===== src/rtl/booth_pkg.sv =====
// Shared definitions for the radix-2 Booth multiplier: register control codes
// and the sequencer state encoding.
package booth_pkg;

   localparam logic [1:0] REG_LOAD = 2'b00;
   localparam logic [1:0] REG_CLR  = 2'b01;
   localparam logic [1:0] REG_SHR  = 2'b10;
   localparam logic [1:0] REG_HOLD = 2'b11;

   typedef enum logic [2:0] {
      StIdle,
      StInit,
      StEval,
      StShift,
      StDone
   } booth_state_e;

endpackage


===== src/rtl/booth_seq_ctrl.sv =====
// Booth multiplier sequencer: runs WIDTH eval/shift iterations, owns the Q[-1]
// bit and the iteration counter, and signals completion with busy/done.
module booth_seq_ctrl
   import booth_pkg::*;
#(
   parameter int unsigned WIDTH = 4
) (
   input  logic       clk,
   input  logic       rst,
   input  logic       start,
   input  logic       abort,
   input  logic       q0,
   output logic [1:0] a_ctrl,
   output logic [1:0] q_ctrl,
   output logic       m_load,
   output logic       alu_sub,
   output logic       busy,
   output logic       done
);

   localparam int unsigned CntW = $clog2(WIDTH + 1);
   localparam logic [CntW-1:0] CntLast = CntW'(WIDTH);

   booth_state_e    state_q, state_d;
   logic            qm1_q, qm1_d;
   logic [CntW-1:0] cnt_q, cnt_d;
   logic [CntW-1:0] cnt_inc;

   assign cnt_inc = cnt_q + CntW'(1);

   always_ff @(posedge clk) begin
      if (rst) begin
         state_q <= StIdle;
         qm1_q   <= 1'b0;
         cnt_q   <= '0;
      end else begin
         state_q <= state_d;
         qm1_q   <= qm1_d;
         cnt_q   <= cnt_d;
      end
   end

   always_comb begin
      state_d = state_q;
      qm1_d   = qm1_q;
      cnt_d   = cnt_q;
      a_ctrl  = REG_HOLD;
      q_ctrl  = REG_HOLD;
      m_load  = 1'b0;
      alu_sub = 1'b0;
      busy    = 1'b0;
      done    = 1'b0;

      unique case (state_q)
         StIdle: begin
            if (start) state_d = StInit;
         end
         StInit: begin
            a_ctrl  = REG_CLR;
            q_ctrl  = REG_LOAD;
            m_load  = 1'b1;
            busy    = 1'b1;
            qm1_d   = 1'b0;
            cnt_d   = '0;
            state_d = StEval;
         end
         StEval: begin
            busy = 1'b1;
            unique case ({q0, qm1_q})
               2'b10: begin
                  a_ctrl  = REG_LOAD;
                  alu_sub = 1'b1;
               end
               2'b01: a_ctrl = REG_LOAD;
               default: a_ctrl = REG_HOLD;
            endcase
            state_d = StShift;
         end
         StShift: begin
            a_ctrl = REG_SHR;
            q_ctrl = REG_SHR;
            busy   = 1'b1;
            // q0 here is still the pre-shift LSB, i.e. next iteration's Q[-1].
            qm1_d  = q0;
            cnt_d  = cnt_inc;
            state_d = (cnt_inc == CntLast) ? StDone : StEval;
         end
         StDone: begin
            done    = 1'b1;
            state_d = StIdle;
         end
         default: state_d = StIdle;
      endcase

      // Abort cancels whatever transition was decoded; partial state is kept.
      if (abort) begin
         state_d = StIdle;
         qm1_d   = qm1_q;
         cnt_d   = cnt_q;
      end
   end

endmodule


===== config.mk =====
export PLATFORM = sky130hd
export DESIGN_NAME = booth_seq_ctrl
export DESIGN_NICKNAME = d
export VERILOG_FILES = /design/src/rtl/booth_pkg.sv /design/src/rtl/booth_seq_ctrl.sv
export SDC_FILE = /design/constraint.sdc
export NUM_CORES = 1
export LEC_CHECK = 0
export ABC_AREA = 0
export BUFFER_PORTS_ARGS = -buffer_cell sky130_fd_sc_hd__buf_2
export CORE_AREA = 10 10 47 49
export CTS_CLUSTER_DIAMETER = 150
export CTS_CLUSTER_SIZE = 25
export DETAILED_ROUTE_END_ITERATION = 8
export DIE_AREA = 0 0 57 59
export SYNTH_ARGS = -nofsm -noshare
export SYNTH_HDL_FRONTEND = slang
export SYNTH_SLANG_ARGS = --single-unit

===== constraint.sdc =====
create_clock -name clk -period 3.05 [get_ports clk]
set_input_delay 0.305 -clock clk [delete_from_list [all_inputs] [get_ports clk]]
set_output_delay 0.305 -clock clk [all_outputs]
set_load 0.1 [all_outputs]

==> metrics <==
Hold Fails Final Rpt 0; I/O pins 13; CP max FO 2; CP Capture Type output port; first-pass GRT wire length around 1400 um; Post-DP HPWL 715 um; fin util 40.3%; Clock Latency Late Sink 0.25 ns; Final period util 62.8%; critical setup path kind reg -> out; post-route ant nets 0; outcome finished clean; Core Region between 1000 and 1500 um2; initial antenna violation count 0; Post-CTS Setup Inserts 0; Chip Width 57 um; Synth area leaders dfxtp_1 31%, nand2b_4 9.0%, ha_1 8.2%, a2111oi_4 6.0%, nor2_1 4.1%; worst path required time between 2 and 3 ns; Post-Route WL approximately 850 um; Max Fclk about 0.52 GHz; fin. max-slew vios 0; H-tree depth 1; row count 14; Worst VDD drop 0.228 mV; Synth Net Count 51; 1st-pass router iterations 2; setup TNS 0 ns; global router's overall resource usage 5.46%; clock buffer depth 2; Wirelength per Cell between 10 and 15 um; Hold/Removal Path Class in -> reg; ys async rst share 0%; critical path arrival around 1.6 ns; via count approximately 350; post-synthesis cell area 459 um2; Cells after Synth between 40 and 50; skew final ~0.0090 ns; RSZ-0062 raised after global routing false; area of all sequential standard cells 140 um2; post-CTS resize count 0; final setup fails 0; Seq/Total Area, Yosys 30.5%; area grow syn2layout 22.9%; Yosys warning count 0; Netlist cell types 23; largest net degree at the start of global routing 10; P_leak 0.240 nW; cell with the most instances after synthesis dfxtp_1; Fin Hold WS between 0.2 and 0.3 ns; Slew HR 67.5%; vias in the first global route 349; initial core utilization 32.8%; cell taking the most area after synthesis dfxtp_1; syn_area_per_cell about 11 um2; Placer Congestion 0.667; Worst Max-Slew Pin Slew 0.491 ns; CP startpoint kind flip-flop; DIE HEIGHT 59 um; Pwr Total 0.000226 W; GR Overflow Total 0; number of port buffers 12; Ant. Diodes 0; DIE AREA 3360 um2; vias per cell 4.76; Hold-fix buffers, CTS 0; Clock transition at path regs 0.05 ns; #FFs+latches synth 7; nets@finish 67; max cap viols 0; DRT iter0 DRCs 4; EDFF count, synth 0; DRC 0; multi-input logic area 305 um2; layout cells sized above 1 50.0%; clk root buf clkbuf_4; CTS tree done; Synth top cells by count 7 x dfxtp_1, 5 x nor2_1, 3 x ha_1, 3 x inv_1, 3 x nand2b_4; fillcell total about 140; pwr/cell area around 400 nW/um2; top cell type's share of synthesized area 30.5%; most common flop cell mapped by yosys dfxtp_1; Final min period 1.92 ns; CTS buffer count 3; CTS Sinks 7
-- power breakdown --
group,internal [W],switching [W],total (W)
clock network,0.0000480,0.0000360,0.0000839
registers,0.0000925,0.00000214,0.0000946
logic,0.00000973,0.0000379,0.0000477
total,0.000150,0.0000760,0.000226
-- cell usage in the layout (no fill, tap or decap) --
cell        n
buf_2      12
dfxtp_1     7
nor2_1      5
inv_1       3
nand2b_4    3
ha_1        3
clkbuf_4    3
or2_2       2
a21o_1      2
nor3b_2     2
a22o_1      2
nand2b_1    1
mux2i_1     1
and2_1      1
or2_4       1
nor4_1      1
nor3_4      1
a2111oi_4   1
nor2b_1     1
a2bb2oi_2   1
nand2_1     1
a21oi_2     1
a2111oi_2   1
nor3b_1     1
clkinv_2    1
-- stage by stage --
stage	cell area [um2]	setup WS, ns	instances
4_1_cts	564	1.11	74
3_5_place_dp	537	1.31	70
2_1_floorplan	464	0.267	43
6_report	564	1.13	74
5_1_grt	564	1.03	74
3_3_place_gp	537	1.31	70
-- worst max-delay path: stages (launching register included) --
cell and delay [ns]:
dfxtp_1 0.32, inv_1 0.04, ha_1 0.27, nor2_1 0.09
mux2i_1 0.07, or2_2 0.27, buf_2 0.29
-- logic make-up (layout without fill, tap and decap cells) --
kind of cell / Yosys count / after routing / synth area share [%]
and+or+nand+nor: 20 / 20 / 33.5
AOI/OAI and AO/OA: 8 / 8 / 21.5
DFF: 7 / 7 / 30.5
buffers and inverters: 4 / 19 / 4.09
adders and majority gates: 3 / 3 / 8.18
muxes: 1 / 1 / 2.18
-- final cells by class --
class                   instances  area share, %
multi-input cells              32           54.1
flip-flops and latches          7           24.8
repair buffers                 12           10.6
clock buffers                   3           3.99
well taps                      16           3.55
inverters                       3           2.00
clock inverters                 1          0.887
-- per-layer routing --
metal	GRT usage, %	vias up	wire length [um]
met5	0	-	0
met4	4.03	0	13
met3	2.79	4	36
met2	8.68	6	443
met1	5.38	160	355
li1	-	182	-
-- registers in the layout, indices dropped and copies added (netlist names) --
name     cells
state_q      3
cnt_q        3
qm1_q        1
-- worst paths after layout --
path,from,end,slack (ns),depth (start not counted)
worst max-delay path,qm1_q$_SDFFE_PP0P_,a_ctrl[1],1.13,6
worst min-delay path,q0,qm1_q$_SDFFE_PP0P_,0.30,2
worst max register to register,cnt_q[0]$_SDFFE_PP0P_,state_q[1]$_SDFFE_PP0P_,1.77,4
worst min register to register,qm1_q$_SDFFE_PP0P_,qm1_q$_SDFFE_PP0P_,0.48,1
Note: power is estimated with default switching activity, not from simulation.
